File: config.mk
export PLATFORM = sky130hd
export DESIGN_NAME = sgd_mac_array
export DESIGN_NICKNAME = d
export VERILOG_FILES = /design/src/rtl/sgd_pkg.sv /design/src/rtl/sgd_bw_mult.sv /design/src/rtl/sgd_mac_array.sv
export SDC_FILE = /design/constraint.sdc
export NUM_CORES = 2
export LEC_CHECK = 0
export ABC_CLOCK_PERIOD_IN_PS = 14010
export CAP_MARGIN = 5
export CORE_MARGIN = 5
export CORE_UTILIZATION = 45
export CTS_BUF_LIST = sky130_fd_sc_hd__clkbuf_8
export DETAILED_ROUTE_END_ITERATION = 10
export PLACE_DENSITY = 0.67
export SYNTH_ARGS = -nofsm -noshare
export SYNTH_HDL_FRONTEND = slang
export SYNTH_HIERARCHICAL = 1
export SYNTH_SLANG_ARGS = --single-unit
File: constraint.sdc
create_clock -name CLK -period 14.01 [get_ports CLK]
set_input_delay 2.1015 -clock CLK [delete_from_list [all_inputs] [get_ports CLK]]
set_output_delay 2.1015 -clock CLK [all_outputs]
set_load 0.005 [all_outputs]
File: src/rtl/sgd_pkg.sv
// Shared constants, FSM state type and packed-slice helper for the SGD MAC array.
package sgd_pkg;

  localparam int unsigned LENGTH       = 16;
  localparam int unsigned FRAC         = 8;
  localparam int unsigned MAX_FEATURES = 15;
  localparam int unsigned NUM_LANES    = 4;

  typedef enum logic [1:0] {IDLE, RUN, DONE} state_t;

  // LSB of slice k in a word packed with slice 0 in the MSB position.
  function automatic int unsigned slice_lo(int unsigned k, int unsigned len,
                                           int unsigned nfeat);
    return len * (nfeat - k);
  endfunction

endpackage

File: src/rtl/sgd_bw_mult.sv
// Combinational signed Baugh-Wooley multiplier; keeps product bits [FRAC+LENGTH-1:FRAC].
module sgd_bw_mult #(
  parameter int unsigned LENGTH = 16,
  parameter int unsigned FRAC   = 8
) (
  input  logic [LENGTH-1:0] a,
  input  logic [LENGTH-1:0] b,
  output logic [LENGTH-1:0] p
);

  localparam int unsigned PW = 2 * LENGTH;
  localparam logic [PW-1:0] ONE     = PW'(1);
  localparam logic [PW-1:0] BW_CORR = (ONE << LENGTH) | (ONE << (PW - 1));

  logic [PW-1:0] full;
  logic [PW-1:0] row;
  logic [PW-FRAC-LENGTH-1:0] unused_hi;
  logic [FRAC:0] unused_lo;

  // Cross terms against a sign bit are inverted; BW_CORR restores the two's-complement sum.
  always_comb begin
    full = BW_CORR;
    row  = '0;
    for (int unsigned i = 0; i < LENGTH; i++) begin
      row = '0;
      for (int unsigned j = 0; j < LENGTH; j++) begin
        if ((i == LENGTH - 1) != (j == LENGTH - 1))
          row[i+j] = ~(a[i] & b[j]);
        else
          row[i+j] = a[i] & b[j];
      end
      full = full + row;
    end
  end

  assign {unused_hi, p} = full[PW-1:FRAC];
  assign unused_lo      = {full[FRAC-1:0], 1'b0};

endmodule

File: src/rtl/sgd_mac_array.sv
// Four-lane fixed-point MAC: dot product (W0 + sum Wi*Xi) or gradient (Xi*err) over 4 cycles.
module sgd_mac_array
  import sgd_pkg::*;
#(
  parameter int unsigned LENGTH       = sgd_pkg::LENGTH,
  parameter int unsigned FRAC         = sgd_pkg::FRAC,
  parameter int unsigned MAX_FEATURES = sgd_pkg::MAX_FEATURES,
  parameter int unsigned NUM_LANES    = sgd_pkg::NUM_LANES,
  parameter int unsigned DATA_WIDTH   = LENGTH * (MAX_FEATURES + 1)
) (
  input  logic                  CLK,
  input  logic                  RST,
  input  logic                  start,
  input  logic                  mode,
  input  logic [DATA_WIDTH-1:0] data,
  input  logic [DATA_WIDTH-1:0] weights,
  input  logic [LENGTH-1:0]     err,
  output logic                  busy,
  output logic                  done,
  output logic [LENGTH-1:0]     y_cap,
  output logic [DATA_WIDTH-1:0] grad
);

  localparam int unsigned STEPS = (MAX_FEATURES + NUM_LANES) / NUM_LANES;
  localparam int unsigned CW    = (STEPS > 1) ? $clog2(STEPS) : 1;

  state_t state, state_next;
  logic [CW-1:0]         cyc;
  logic [DATA_WIDTH-1:0] data_q, weights_q;
  logic [LENGTH-1:0]     err_q, acc, acc_base, acc_sum;
  logic                  mode_q, accept;
  logic [LENGTH-1:0]     x_sel [NUM_LANES];
  logic [LENGTH-1:0]     w_sel [NUM_LANES];
  logic [LENGTH-1:0]     b_sel [NUM_LANES];
  logic [LENGTH-1:0]     prod  [NUM_LANES];

  function automatic int unsigned lane_feat(int unsigned lane, logic [CW-1:0] c);
    return 1 + lane * STEPS + 32'(c);
  endfunction

  assign accept = (state == IDLE) && start && !busy;

  always_comb begin
    state_next = state;
    unique case (state)
      IDLE:    if (accept) state_next = RUN;
      RUN:     if (cyc == CW'(STEPS - 1)) state_next = DONE;
      DONE:    state_next = IDLE;
      default: state_next = IDLE;
    endcase
  end

  // Out-of-range lane slots (lane 4 on the last cycle) feed zero into the multiplier.
  always_comb begin
    for (int unsigned l = 0; l < NUM_LANES; l++) begin
      x_sel[l] = '0;
      w_sel[l] = '0;
      if (lane_feat(l, cyc) <= MAX_FEATURES) begin
        x_sel[l] = data_q[slice_lo(lane_feat(l, cyc), LENGTH, MAX_FEATURES) +: LENGTH];
        w_sel[l] = weights_q[slice_lo(lane_feat(l, cyc), LENGTH, MAX_FEATURES) +: LENGTH];
      end
      b_sel[l] = mode_q ? err_q : w_sel[l];
    end
  end

  always_comb begin
    acc_base = (cyc == '0) ? weights_q[slice_lo(0, LENGTH, MAX_FEATURES) +: LENGTH] : acc;
    acc_sum  = acc_base;
    for (int unsigned l = 0; l < NUM_LANES; l++)
      acc_sum = acc_sum + prod[l];
  end

  for (genvar l = 0; l < NUM_LANES; l++) begin : g_lane
    sgd_bw_mult #(.LENGTH(LENGTH), .FRAC(FRAC)) u_mult (
      .a(x_sel[l]),
      .b(b_sel[l]),
      .p(prod[l])
    );
  end

  // done is registered off DONE, so it lands one edge after the state and busy spans it.
  always_ff @(posedge CLK) begin
    if (RST) begin
      state     <= IDLE;
      cyc       <= '0;
      data_q    <= '0;
      weights_q <= '0;
      err_q     <= '0;
      mode_q    <= 1'b0;
      acc       <= '0;
      busy      <= 1'b0;
      done      <= 1'b0;
      y_cap     <= '0;
      grad      <= '0;
    end else begin
      state <= state_next;
      busy  <= (state_next != IDLE) || (state == DONE);
      done  <= (state == DONE);
      if (accept) begin
        data_q    <= data;
        weights_q <= weights;
        err_q     <= err;
        mode_q    <= mode;
        cyc       <= '0;
      end
      if (state == RUN) begin
        acc <= acc_sum;
        cyc <= cyc + 1'b1;
        if (!mode_q) begin
          if (cyc == CW'(STEPS - 1)) y_cap <= acc_sum;
        end else begin
          grad[slice_lo(0, LENGTH, MAX_FEATURES) +: LENGTH] <= err_q;
          for (int unsigned l = 0; l < NUM_LANES; l++)
            if (lane_feat(l, cyc) <= MAX_FEATURES)
              grad[slice_lo(lane_feat(l, cyc), LENGTH, MAX_FEATURES) +: LENGTH] <= prod[l];
        end
      end
    end
  end

endmodule

# Yosys cells after proc, flatten, opt, wreduce, memory -nomap -nowiden
# Cells that the tools add are included.
# op_classes
addsub	81
order_cmp	4
n_eq_ne	3
shifts	16
n_mux	35
bitwise_logic	985
reduce_logical	10
# ops
operator	n
two-way mux 256 bit	13
indexed part select 256 x 33 -> 16 bit	8
bitwise mux 256 bit	4
variable shift 16 x 34 -> 256 bit (first input constant)	4
indexed part select 16 x 34 -> 256 bit	4
bitwise AND 1 bit	912
adder 24 bit	32
two-way mux 16 bit	13
negator 32 -> 34 bit	4
less-or-equal comparator 32 x 4 -> 1 bit (second input constant)	4
adder 24 x 17 -> 24 bit	4
adder 24 x 18 -> 24 bit	4
adder 24 x 19 -> 24 bit	4
adder 24 x 20 -> 24 bit	4
adder 24 x 21 -> 24 bit	4
adder 24 x 22 -> 24 bit	4
adder 24 x 23 -> 24 bit	4
NOT 1 bit	73
adder 17 x 16 -> 18 bit (first input constant)	4
adder 16 bit	4
subtractor 4 x 5 -> 6 bit (first input constant)	2
adder 4 x 2 -> 5 bit (first input constant)	2
two-way mux 2 bit	4
subtractor 4 x 3 -> 5 bit (first input constant)	1
14 further kinds	18
# totals
reg_bits	823
in_bits	532
output_inout_bits	274
wordCells	1145

# Longest topological paths before layout
# depth
word_depth	41
mapped_depth	46
mapped_depth_nobuf	37

# Cells and area by module
# Netlist, hierarchy kept.
# modules_own_cells
mod	n_inst	cells_each	area_per_inst_um2	seq_area_each_um2
sgd_mac_array	1	4814	38430.6	16475.8
sgd_bw_mult at g_lane[2].u_mult ...	2	750	6688.9	0.0
sgd_bw_mult at g_lane[0].u_mult	1	741	6623.9	0.0
sgd_bw_mult at g_lane[1].u_mult	1	739	6616.3	0.0

# Worst setup path after synthesis
# OpenSTA, ideal clock, no wires.
# synth_path
path_kind	register to register
from	register cyc[0]
to	register y_cap[14]
arrival_time_ns	10.861
required_time_ns	13.904
path_slack_ns	3.043
stages_incl_launch_ff	40
path_buffers	7
synth_period_minus_slack_ns	10.967
cell_sequence	dfxtp_1 > buf_2 > buf_2 > buf_2 > inv_1 > ha_1 > buf_2 > buf_2 > clkbuf_1 > mux4_2 > nand2_1 > a31oi_1 > clkbuf_1 > nand2_1 > fa_1 > inv_1 > fa_1 > fa_1 > (+4 left out) > inv_1 > ha_1 > nand4_1 > a21oi_4 > nor2_1 > xnor2_1 > fa_1 > fa_1 > inv_1 > fa_1 > inv_1 > ha_1 > a21oi_1 > nand2_1 > a221o_1 > o211ai_1 > nand2_1 > o311ai_0
# synth_lines
item	line	source
start, declared	sgd_mac_array.sv:28	logic [CW-1:0] cyc;
start signal, assigned	sgd_mac_array.sv:108	cyc <= cyc + 1'b1;
end signal, assigned	sgd_mac_array.sv:110	if (cyc == CW'(STEPS - 1)) y_cap <= acc_sum;
end, declared	sgd_mac_array.sv:20	output logic [LENGTH-1:0] y_cap,

==> flow_metrics.env <==
export IMPL_cts_hold_buf=0
export IMPL_cts_root_buf="clkbuf_8"
export IMPL_drive_above_1_share=0.0686
export IMPL_synth_edf_count=0
export IMPL_cellLeakagePower_nw=32.0
export IMPL_first_iter_violations=6879
export IMPL_period_share=0.882
export IMPL_crit_end="y_cap[14]"
export IMPL_critPathArrivalTime_ns=13.07
export IMPL_dpl_worst_slack_ns=1.87
export IMPL_start_util=0.453
export IMPL_clock_sinks=823
export IMPL_die_y_um=390
export IMPL_syn_nets=9297
export IMPL_setup_ws_ns=1.66
export IMPL_rsz0062_at_grt="false"
export IMPL_synth_avg_cell_area_um2=8.35
export IMPL_dr_pass1_iters=9
export IMPL_gp_congestion=0.955
export IMPL_postSynthCellCount=7794
export IMPL_post_route_util=0.541
export IMPL_die_area_um2=152000
export IMPL_io_pins=806
export IMPL_endpoint_kind="flip-flop"
export IMPL_postCtsSetupBuffers=0
export IMPL_use_met1=0.447
export IMPL_ir_drop_mv=0.724
export IMPL_synthesis_area_um2=65000
export IMPL_grtUsageMet2=0.525
export IMPL_max_stage_delay_ns=1.01
export IMPL_cp_required_ns=14.73
export IMPL_dp_hpwl_um=200000
export IMPL_async_flop_share=0
export IMPL_rr_endpoint="y_cap[14]"
export IMPL_cts_buffers=146
export IMPL_cp_max_fo=53
export IMPL_routed_wl_um=265000
export IMPL_worst_pin_slew_ns=1.35
export IMPL_postLayoutCellArea_um2=77700
export IMPL_synth_area_top_cells="dfxtp_1 25%, fa_1 23%, nand2_1 11%, a21oi_1 5.7%, ha_1 4.6%"
export IMPL_max_slew_margin=0.0975
export IMPL_r2r_setup_slack_ns=1.66
export IMPL_synth_top_area_share=0.253
export IMPL_track_usage=0.339
export IMPL_drc=0
export IMPL_maxSlewViolCount=0
export IMPL_synthFlopType="dfxtp_1"
export IMPL_fmaxAchievable_mhz=80.9
export IMPL_final_hold_viol_count=0
export IMPL_yosysWarningCount=6
export IMPL_cts_path_max_buffers=3
export IMPL_cap_violations=0
export IMPL_area_growth_pct=19.5
export IMPL_vias=59700
export IMPL_post_drt_wl_per_cell_um=25.6
export IMPL_cts_tree="yes"
export IMPL_cts_resized=0
export IMPL_grt_pass1_vias=59600
export IMPL_layout_min_cycle_time_ns=12.35
export IMPL_ys_seq_elements=823
export IMPL_status="completed"
export IMPL_synth_top_area_cell="dfxtp_1"
export IMPL_synth_distinct_cells=87
export IMPL_clkLatencyLatePin_ns=0.92
export IMPL_coreArea_um2=144000
export IMPL_startpoint="cyc[0]"
export IMPL_busiest_layer="met2"
export IMPL_crit_top_cell="fa_1"
export IMPL_grt_max_degree=226
export IMPL_ys_seq_area_frac=0.253
export IMPL_clkTransAtPathRegs_ns=0.06
export IMPL_drtAntennaViolNets=0
export IMPL_power_density_nw_per_um2=210
export IMPL_nNetsFinal=9825
export IMPL_fin_setup_tns_ns=0
export IMPL_crit_path_top_delay_cell="a31oi_2"
export IMPL_rows=139
export IMPL_clock_skew_ns=0.0861
export IMPL_rr_startpoint="cyc[0]"
export IMPL_synthTopCellsByCount="1959 x nand2_1, 823 x dfxtp_1, 763 x inv_1"
export IMPL_die_w_um=390
export IMPL_grt_overflow=0
export IMPL_antenna_found_initial=39
export IMPL_grt_pass1_wl_um=388000
export IMPL_worstRegToRegCells=34
export IMPL_yosysMostFrequentCell="nand2_1"
export IMPL_vias_per_cell=5.77
export IMPL_h_tree_depth=4
export IMPL_total_power_mw=16.3
export IMPL_setup_violations=0
export IMPL_path_class="flip-flop to flip-flop"
export IMPL_n_fill_cell=13500
export IMPL_place_area_um2=74700
export IMPL_hp_class="flip-flop to flip-flop"
export IMPL_grt_use_met3=0.0884
export IMPL_port_buffers=805
export IMPL_critPathLaunchType="flip-flop"
## cell usage in the layout, fill, tap and decap left out, drive strengths merged, types with 60 or more instances in the layout
cell and instances:
dfxtp 823, nor2 329, inv 817, ha 239, clkdlybuf4s50 804, o21ai 157
a22oi 192, and2 458, mux4 128, xnor2 109, a21oi 755, a211oi 60
nand2 1964, clkbuf 175, fa 732, buf 123
## layout make-up
type | instances | area, µm² | share of cell area
Inverter | 765 | 2870 | 0.0370
Antenna cell | 17 | 42.5 | 0.000547
Timing Repair Buffer | 927 | 9070 | 0.117
Sequential cell | 823 | 16500 | 0.212
Multi-Input combinational cell | 5659 | 43900 | 0.565
Clock inverter | 74 | 571 | 0.00734
Tap cell | 1903 | 2380 | 0.0306
Clock buffer | 175 | 2410 | 0.0310
## cells by family (layout without fill, tap and decap cells)
| family | Yosys count | after routing | share of synthesized area |
|---|---|---|---|
| and+or+nand+nor | 3003 | 3003 | 0.202 |
| AOI/OAI and AO/OA | 1388 | 1388 | 0.128 |
| buffers and inverters | 1312 | 1941 | 0.0773 |
| adders and majority gates | 971 | 971 | 0.271 |
| DFF | 823 | 823 | 0.253 |
| muxes | 165 | 165 | 0.0503 |
| xor gates and xnor gates | 132 | 132 | 0.0178 |
| other | 0 | 17 | 0 |
## flip-flops by register name, summed over array words and instances, names as in the netlist
| register | count |
|---|---|
| weights_q | 256 |
| cyc | 2 |
| busy | 1 |
| done | 1 |
| y_cap | 16 |
| grad | 256 |
| mode_q | 1 |
| err_q | 16 |
| state | 2 |
| acc | 16 |
| data_q | 256 |
## how the worst min path moves through the flow
stage / slack [ns] / cells after the start / end / startpoint
after floorplan: 0.43 / 2 / data_q[0] / data_q[0]
after global placement: 0.44 / 2 / data_q[191] / data_q[191]
after CTS: 0.45 / 2 / data_q[18] / data_q[18]
after global routing: 0.46 / 2 / data_q[90] / data_q[90]
after detailed placement: 0.44 / 2 / data_q[154] / data_q[154]
final: 0.45 / 2 / data_q[76] / data_q[76]
## routing by layer
layer / share of wire / routed length [µm]
met5: 0.00093 / 247
met4: 0.054 / 14300
met3: 0.11 / 28500
met2: 0.44 / 117000
met1: 0.39 / 104000
## power by group
group	switching [mW]	internal (mW)
sequential	0.116	2.48
combinational	7.50	3.88
clock	1.13	1.21
total	8.74	7.57
## critical path, delay by kind of cell (launching register included)
kind	cells	cell delay (ns)
buffers and inverters	4	0.42
AND/OR/NAND/NOR	6	0.77
AO/OA/AOI/OAI	11	3.76
multiplexers	1	0.50
flip-flops	1	0.74
adder cells (fa/ha/maj)	12	5.87
## metrics by stage
step	instances	hold WS [ns]
global placement	10100	0.439
floorplan	7794	0.433
CTS	10300	0.452
detailed placement	10100	0.444
finish	10300	0.453
global route	10300	0.462
Power figures use the tool's default switching activity.
